===== src/rtl/ram_march_initiator.sv =====
`default_nettype none
// ============================================================================
// Module   : ram_march_initiator
// Purpose  : Built-in self-test initiator for a single-port ram_simple.
//            Runs a 4-phase march (write PATTERN ascending, read/verify
//            ascending, write ~PATTERN descending, read/verify descending)
//            and counts every mismatching read word.
// Options  : RAM_MARCH_ERR_LOG_EN - adds first_err_addr / first_err_data /
//            first_err_phase capture of the first mismatch after start.
// Revision : 1.0 - initial release
// ============================================================================
module ram_march_initiator #(
    parameter int                    DATA_WIDTH = 8,
    parameter int                    ADDR_WIDTH = 8,
    parameter int                    RD_LAT     = 1,
    parameter logic [DATA_WIDTH-1:0] PATTERN    = 8'hA5
) (
    input  logic                  clk,
    input  logic                  rst,
    input  logic                  start,
    output logic                  busy,
    output logic                  done,
    output logic                  pass,
    output logic [15:0]           err_cnt,
    output logic                  ram_we,
    output logic [ADDR_WIDTH-1:0] ram_addr,
    output logic [DATA_WIDTH-1:0] ram_wdata,
    input  logic [DATA_WIDTH-1:0] ram_rdata
`ifdef RAM_MARCH_ERR_LOG_EN
    ,
    output logic [ADDR_WIDTH-1:0] first_err_addr,
    output logic [DATA_WIDTH-1:0] first_err_data,
    output logic                  first_err_phase
`endif
);

    // ------------------------------------------------------------------------
    // State encoding
    // ------------------------------------------------------------------------
    localparam logic [2:0] c_ST_IDLE = 3'd0;
    localparam logic [2:0] c_ST_WR0  = 3'd1;
    localparam logic [2:0] c_ST_RD0  = 3'd2;
    localparam logic [2:0] c_ST_WR1  = 3'd3;
    localparam logic [2:0] c_ST_RD1  = 3'd4;
    localparam logic [2:0] c_ST_FIN  = 3'd5;

    localparam logic [ADDR_WIDTH-1:0] c_ADDR_MAX = {ADDR_WIDTH{1'b1}};
    localparam logic [2:0]            c_LAT_LAST = 3'(RD_LAT - 1);
    localparam logic [15:0]           c_ERR_SAT  = 16'hFFFF;

    // ------------------------------------------------------------------------
    // Registers and wires
    // ------------------------------------------------------------------------
    logic [2:0]            r_state;
    logic [2:0]            w_state_nxt;
    logic [ADDR_WIDTH-1:0] r_addr;
    logic                  r_draining;   // read phase finished issuing, waiting for RD_LAT returns
    logic [2:0]            r_lat_cnt;
    logic [15:0]           r_err_cnt;
    logic                  r_pass;

    // Read-return pipe: valid flag and phase (0=RD0, 1=RD1) of each issued read.
    // The expected word is derived from the phase bit at the compare point.
    logic [RD_LAT-1:0]     r_vpipe;
    logic [RD_LAT-1:0]     r_ppipe;

    logic                  w_accept;
    logic                  w_addr_max;
    logic                  w_addr_min;
    logic                  w_drain_last;
    logic                  w_issue;
    logic                  w_cmp_valid;
    logic                  w_cmp_phase;
    logic [DATA_WIDTH-1:0] w_expect;
    logic                  w_mismatch;

    assign w_accept     = (r_state == c_ST_IDLE) && start;
    assign w_addr_max   = (r_addr == c_ADDR_MAX);
    assign w_addr_min   = (r_addr == '0);
    assign w_drain_last = r_draining && (r_lat_cnt == c_LAT_LAST);
    assign w_issue      = ((r_state == c_ST_RD0) || (r_state == c_ST_RD1)) && !r_draining;
    assign w_cmp_valid  = r_vpipe[RD_LAT-1];
    assign w_cmp_phase  = r_ppipe[RD_LAT-1];
    assign w_expect     = w_cmp_phase ? ~PATTERN : PATTERN;
    assign w_mismatch   = w_cmp_valid && (ram_rdata != w_expect);

    assign ram_addr = r_addr;
    assign err_cnt  = r_err_cnt;

    // ------------------------------------------------------------------------
    // FSM state register
    // ------------------------------------------------------------------------
    always_ff @(posedge clk) begin
        if (rst) begin
            r_state <= c_ST_IDLE;
        end else begin
            r_state <= w_state_nxt;
        end
    end

    // ------------------------------------------------------------------------
    // FSM next-state: each phase ends on its terminal address (or drain count)
    // ------------------------------------------------------------------------
    always_comb begin
        w_state_nxt = r_state;
        case (r_state)
            c_ST_IDLE: if (start)        w_state_nxt = c_ST_WR0;
            c_ST_WR0:  if (w_addr_max)   w_state_nxt = c_ST_RD0;
            c_ST_RD0:  if (w_drain_last) w_state_nxt = c_ST_WR1;
            c_ST_WR1:  if (w_addr_min)   w_state_nxt = c_ST_RD1;
            c_ST_RD1:  if (w_drain_last) w_state_nxt = c_ST_FIN;
            c_ST_FIN:                    w_state_nxt = c_ST_IDLE;
            default:                     w_state_nxt = c_ST_IDLE;
        endcase
    end

    // ------------------------------------------------------------------------
    // FSM outputs: strobes and write data decoded from the current state
    // ------------------------------------------------------------------------
    always_comb begin
        busy      = 1'b0;
        done      = 1'b0;
        pass      = r_pass;
        ram_we    = 1'b0;
        ram_wdata = '0;
        case (r_state)
            c_ST_WR0: begin
                busy      = 1'b1;
                ram_we    = 1'b1;
                ram_wdata = PATTERN;
            end
            c_ST_RD0, c_ST_RD1: begin
                busy      = 1'b1;
            end
            c_ST_WR1: begin
                busy      = 1'b1;
                ram_we    = 1'b1;
                ram_wdata = ~PATTERN;
            end
            c_ST_FIN: begin
                // Final count is already settled: the last compare retires on the edge into FIN.
                done      = 1'b1;
                pass      = (r_err_cnt == 16'd0);
            end
            default: ;
        endcase
    end

    // ------------------------------------------------------------------------
    // Address sequencer and read-drain counter. Ascending phases wrap from max
    // to 0 and descending phases from 0 to max only on the phase boundary.
    // ------------------------------------------------------------------------
    always_ff @(posedge clk) begin
        if (rst) begin
            r_addr     <= '0;
            r_draining <= 1'b0;
            r_lat_cnt  <= 3'd0;
        end else begin
            case (r_state)
                c_ST_IDLE: begin
                    if (start) begin
                        r_addr <= '0;
                    end
                    r_draining <= 1'b0;
                    r_lat_cnt  <= 3'd0;
                end
                c_ST_WR0: begin
                    r_addr <= r_addr + 1'b1;
                end
                c_ST_RD0: begin
                    if (!r_draining) begin
                        if (w_addr_max) begin
                            r_draining <= 1'b1;
                            r_lat_cnt  <= 3'd0;
                        end else begin
                            r_addr <= r_addr + 1'b1;
                        end
                    end else if (w_drain_last) begin
                        r_draining <= 1'b0;
                        r_addr     <= c_ADDR_MAX;
                    end else begin
                        r_lat_cnt <= r_lat_cnt + 3'd1;
                    end
                end
                c_ST_WR1: begin
                    r_addr <= r_addr - 1'b1;
                end
                c_ST_RD1: begin
                    if (!r_draining) begin
                        if (w_addr_min) begin
                            r_draining <= 1'b1;
                            r_lat_cnt  <= 3'd0;
                        end else begin
                            r_addr <= r_addr - 1'b1;
                        end
                    end else if (w_drain_last) begin
                        r_draining <= 1'b0;
                    end else begin
                        r_lat_cnt <= r_lat_cnt + 3'd1;
                    end
                end
                default: ;
            endcase
        end
    end

    // ------------------------------------------------------------------------
    // Read-return pipe: a read issued this cycle is compared RD_LAT cycles later
    // ------------------------------------------------------------------------
    always_ff @(posedge clk) begin
        if (rst) begin
            r_vpipe <= '0;
            r_ppipe <= '0;
        end else begin
            r_vpipe[0] <= w_issue;
            r_ppipe[0] <= (r_state == c_ST_RD1);
            for (int i = 1; i < RD_LAT; i++) begin
                r_vpipe[i] <= r_vpipe[i-1];
                r_ppipe[i] <= r_ppipe[i-1];
            end
        end
    end

    // ------------------------------------------------------------------------
    // Error counter (saturating) and held pass flag
    // ------------------------------------------------------------------------
    always_ff @(posedge clk) begin
        if (rst) begin
            r_err_cnt <= 16'd0;
            r_pass    <= 1'b0;
        end else if (w_accept) begin
            r_err_cnt <= 16'd0;
            r_pass    <= 1'b0;
        end else begin
            if (w_mismatch && (r_err_cnt != c_ERR_SAT)) begin
                r_err_cnt <= r_err_cnt + 16'd1;
            end
            if (r_state == c_ST_FIN) begin
                r_pass <= (r_err_cnt == 16'd0);
            end
        end
    end

`ifdef RAM_MARCH_ERR_LOG_EN
    logic [RD_LAT-1:0][ADDR_WIDTH-1:0] r_apipe;
    logic [ADDR_WIDTH-1:0]             r_ferr_addr;
    logic [DATA_WIDTH-1:0]             r_ferr_data;
    logic                              r_ferr_phase;

    assign first_err_addr  = r_ferr_addr;
    assign first_err_data  = r_ferr_data;
    assign first_err_phase = r_ferr_phase;

    // Address of each in-flight read travels alongside the valid pipe
    always_ff @(posedge clk) begin
        if (rst) begin
            r_apipe <= '0;
        end else begin
            r_apipe[0] <= r_addr;
            for (int i = 1; i < RD_LAT; i++) begin
                r_apipe[i] <= r_apipe[i-1];
            end
        end
    end

    // First-mismatch capture: a zero count means no earlier mismatch since start
    always_ff @(posedge clk) begin
        if (rst) begin
            r_ferr_addr  <= '0;
            r_ferr_data  <= '0;
            r_ferr_phase <= 1'b0;
        end else if (w_accept) begin
            r_ferr_addr  <= '0;
            r_ferr_data  <= '0;
            r_ferr_phase <= 1'b0;
        end else if (w_mismatch && (r_err_cnt == 16'd0)) begin
            r_ferr_addr  <= r_apipe[RD_LAT-1];
            r_ferr_data  <= ram_rdata;
            r_ferr_phase <= w_cmp_phase;
        end
    end
`endif

endmodule
`default_nettype wire


===== config.mk =====
export PLATFORM = sky130hd
export DESIGN_NAME = ram_march_initiator
export DESIGN_NICKNAME = d
export VERILOG_FILES = /design/src/rtl/ram_march_initiator.sv
export SDC_FILE = /design/constraint.sdc
export NUM_CORES = 1
export LEC_CHECK = 0
export CAP_MARGIN = 20
export CORE_MARGIN = 3
export CORE_UTILIZATION = 52
export DETAILED_ROUTE_END_ITERATION = 7
export HOLD_SLACK_MARGIN = 0.03
export PLACE_DENSITY_LB_ADDON = 0.2
export SYNTH_ARGS = -nofsm -noshare
export SYNTH_HDL_FRONTEND = slang
export SYNTH_SLANG_ARGS = --single-unit

===== constraint.sdc =====
create_clock -name clk -period 2.3 [get_ports clk]
set_clock_uncertainty 0.2 [all_clocks]
set_input_delay 0.46 -clock clk [delete_from_list [all_inputs] [get_ports clk]]
set_output_delay 0.46 -clock clk [all_outputs]
set_load 0.02 [all_outputs]

==> results.sh <==
export IMPL_status="finished clean"
export IMPL_syn_to_final_growth_pct=36.19
export IMPL_synth_top_area_cell="dfxtp_1"
export IMPL_yosysWarnings=0
export IMPL_vias_per_cell=6.252
export IMPL_worst_setup_path_type="reg -> out"
export IMPL_dp_hpwl_mm=5.129
export IMPL_final_area_um2=3277
export IMPL_cts_tree="built"
export IMPL_clkLatencyLatePin_ps=300
export IMPL_setup_viol=0
export IMPL_start_util_pct=54.51
export IMPL_drt_pass1_iterations=5
export IMPL_die_w_um=74.02
export IMPL_rows=24
export IMPL_routed_wl_mm=7.107
export IMPL_grt_pass1_vias=2513
export IMPL_worstMarginPinSlew_ps=613.9
export IMPL_finalWeightedCongestion=0.8894
export IMPL_hold_viol=0
export IMPL_crit_path_max_fanout=2
export IMPL_setup_tns_ps=0
export IMPL_wire_per_inst_um=16.76
export IMPL_hp_class="reg -> reg"
export IMPL_pwr_share_seq_pct=27.3
export IMPL_required_ps=1640
export IMPL_htreeDepth=2
export IMPL_grt_max_degree=15
export IMPL_synth_edf_count=0
export IMPL_p_int_mw=1.497
export IMPL_post_cts_buffers=0
export IMPL_io_pins=47
export IMPL_power_density_nw_per_um2=802.8
export IMPL_grt_pass1_wl_mm=11.92
export IMPL_cp_start_kind="flop"
export IMPL_ys_flop_type="dfxtp_1"
export IMPL_drtAntennaViolNets=0
export IMPL_crit_path_end_kind="output port"
export IMPL_cts_sinks=34
export IMPL_finalCritPeriodShare_pct=95.53
export IMPL_antennaDiodeCount=0
export IMPL_synth_area_um2=2406
export IMPL_path_clk_slew_ps=80
export IMPL_nFillCells=345
export IMPL_combinationalPowerShare_pct=54.1
export IMPL_drive_gt1_share_pct=21.24
export IMPL_synth_avg_cell_area_um2=8.240
export IMPL_ir_worst_vdd_mv=0.4956
export IMPL_die_y_um=74.02
export IMPL_async_flop_share_pct=0
export IMPL_finish_net_count=389
export IMPL_die_area_um2=5479
export IMPL_antenna_found_initial=0
export IMPL_syn_nets=310
export IMPL_cts_buffers=5
export IMPL_core_um2=4414
export IMPL_drv_cap=0
export IMPL_worstPathArrival_ps=1540
export IMPL_num_vias=2651
export IMPL_p_sw_share_pct=43.08
export IMPL_drt_first_iter_violations=288
export IMPL_fin_crit_ps=2197
export IMPL_max_slew_margin_pct=58.76
export IMPL_max_freq_mhz=455.1
export IMPL_place_area_um2=3172
export IMPL_drv_slew=0
export IMPL_clockBufferDepth=2
export IMPL_cts_hold_buf=0
export IMPL_netlist_instances=292
export IMPL_io_buffers=46
export IMPL_switchingPower_mw=1.133
export IMPL_synth_seq_cells=34
export IMPL_synth_distinct_cells=70
export IMPL_drc=0
export IMPL_ys_seq_area_share_pct=28.29
export IMPL_p_clk_share_pct=18.7
export IMPL_netlist_area_leader_share_pct=28.29
export IMPL_synthTopCellsByArea="dfxtp_1 28%, nand2_1 4.5%, xnor2_1 4.4%, nor2_1 4.2%, ha_1 3.6%"
export IMPL_leakage_nw=1.402
export IMPL_cts_root_buf="clkbuf_8"
export IMPL_grt_usage_pct=27.41
export IMPL_overflow=0
placed cells by master (no fill, tap or decap), types with 2 or more instances in the layout:
cell / synthesis / final
buf_4: 7 / 47
clkdlybuf4s50_1: 0 / 34
dfxtp_1: 34 / 31
nand2_1: 29 / 29
nor2_1: 27 / 27
a21oi_1: 13 / 13
inv_1: 12 / 12
xnor2_1: 12 / 12
o21ai_0: 11 / 10
dlygate4sd2_1: 0 / 10
nor4_1: 8 / 8
nor3_1: 8 / 8
nand4_1: 8 / 8
nand3b_1: 7 / 7
nand3_1: 7 / 7
mux2i_1: 7 / 7
ha_1: 7 / 7
clkbuf_8: 0 / 6
o31ai_1: 4 / 4
nor2b_1: 3 / 3
and2_1: 3 / 3
o221ai_1: 3 / 3
and4_1: 3 / 3
nor4b_1: 4 / 3
nand2b_1: 3 / 3
and3_1: 3 / 3
a31o_2: 3 / 3
dfxtp_2: 0 / 3
and3b_1: 2 / 2
nor3b_1: 3 / 2
or2_2: 2 / 2
o211a_1: 2 / 2
a211o_1: 2 / 2
a41o_1: 2 / 2
a31oi_1: 2 / 2
nand4_2: 2 / 2
a22oi_1: 2 / 2
a32o_1: 2 / 2
cell usage after synthesis (all sizes together), types with 3 or more instances:
cell type and instances:
a22oi 3, a31o 3, ha 7, o221ai 4, nand3 7, a21oi 13, and2 3, nand4 10
xnor2 12, o31ai 4, a211o 3, inv 12, nor3 9, clkbuf 9, and4 3, and3 3
nor2 28, nand3b 7, buf 12, nor4 10, nor2b 3, nor3b 4, o21ai 11, nor4b 4
nand2b 3, nand2 29, dfxtp 34, mux2i 7
stage by stage:
stage	total power [mW]	setup slack, ps	hold WS, ps	std cells	utilization, %
floorplan	1.659	94.30	251.5	292	-
global placement	2.101	-121.4	263.8	416	71.85
detailed placement	2.140	-146.5	278.2	416	71.85
CTS	2.599	4.820	287.8	424	74.09
global route	2.806	-7.755	317.7	424	74.23
finish	2.631	102.9	279.4	424	74.23
critical path, stage by stage (launching register included):
cell and delay, ps:
dfxtp_1 320, inv_1 50, ha_1 140, nor4b_4 220, nand4_1 160, o21ai_1 160, buf_2 180
layout make-up:
cell class              instances  area [µm²]  share of cell area (%)
multi-input cells             225        1589                   48.49
repair buffers                 93       798.3                   24.36
flip-flops and latches         34       684.4                   20.89
clock buffers                   6       82.58                   2.520
well taps                      52       65.06                   1.985
inverters                      12       45.04                   1.375
clock inverters                 2       12.51                  0.3818
registers in the layout (all words and copies together) (netlist names):
signal	cells
err_cnt	16
r_draining	1
r_lat_cnt	3
r_pass	1
r_ppipe	1
r_state	3
r_vpipe	1
ram_addr	8
what timing repair did:
item | 4_1_cts | 5_1_grt
hold endpoints to repair | 0 | 0
gates cloned | 0 | 0
endpoints found under the setup margin | 11 | 2
gates resized for setup | 19 | 4
routing by layer:
metal	vias up	wire length [µm]	GRT usage [%]
met5	-	0	0
met4	0	101	8.451
met3	17	630	6.216
met2	151	3422	43.31
met1	1238	2953	37.24
li1	1245	-	-
path summary, 6_finish.rpt:
path / startpoint / end / slack [ps] / cells after the start
setup / recovery: err_cnt[0] / pass / 100 / 6
setup reg to reg: ram_addr[0] / ram_addr[0] / 150 / 9
hold reg to reg: r_lat_cnt[0] / r_lat_cnt[0] / 280 / 2
hold / removal: r_lat_cnt[0] / r_lat_cnt[0] / 280 / 2
power by group through the flow:
stage,sequential [mW],combinational [mW],clock (mW)
finish,0.718,1.42,0.491
CTS,0.713,1.39,0.491
global placement,0.718,1.38,0
detailed placement,0.719,1.42,0
floorplan,0.728,0.931,0
global route,0.727,1.56,0.517
cell families (layout without fill, tap and decap cells):
logic type | Yosys count | in the layout | synth area share (%)
mux | 7 | 7 | 2.912
compound gates | 67 | 67 | 22.05
simple gates | 132 | 132 | 31.98
buf+inv | 33 | 113 | 6.760
xor+xnor | 12 | 12 | 4.368
flops | 34 | 34 | 28.29
fa+ha+maj | 7 | 7 | 3.640
Note: power is estimated with default switching activity, not from simulation.
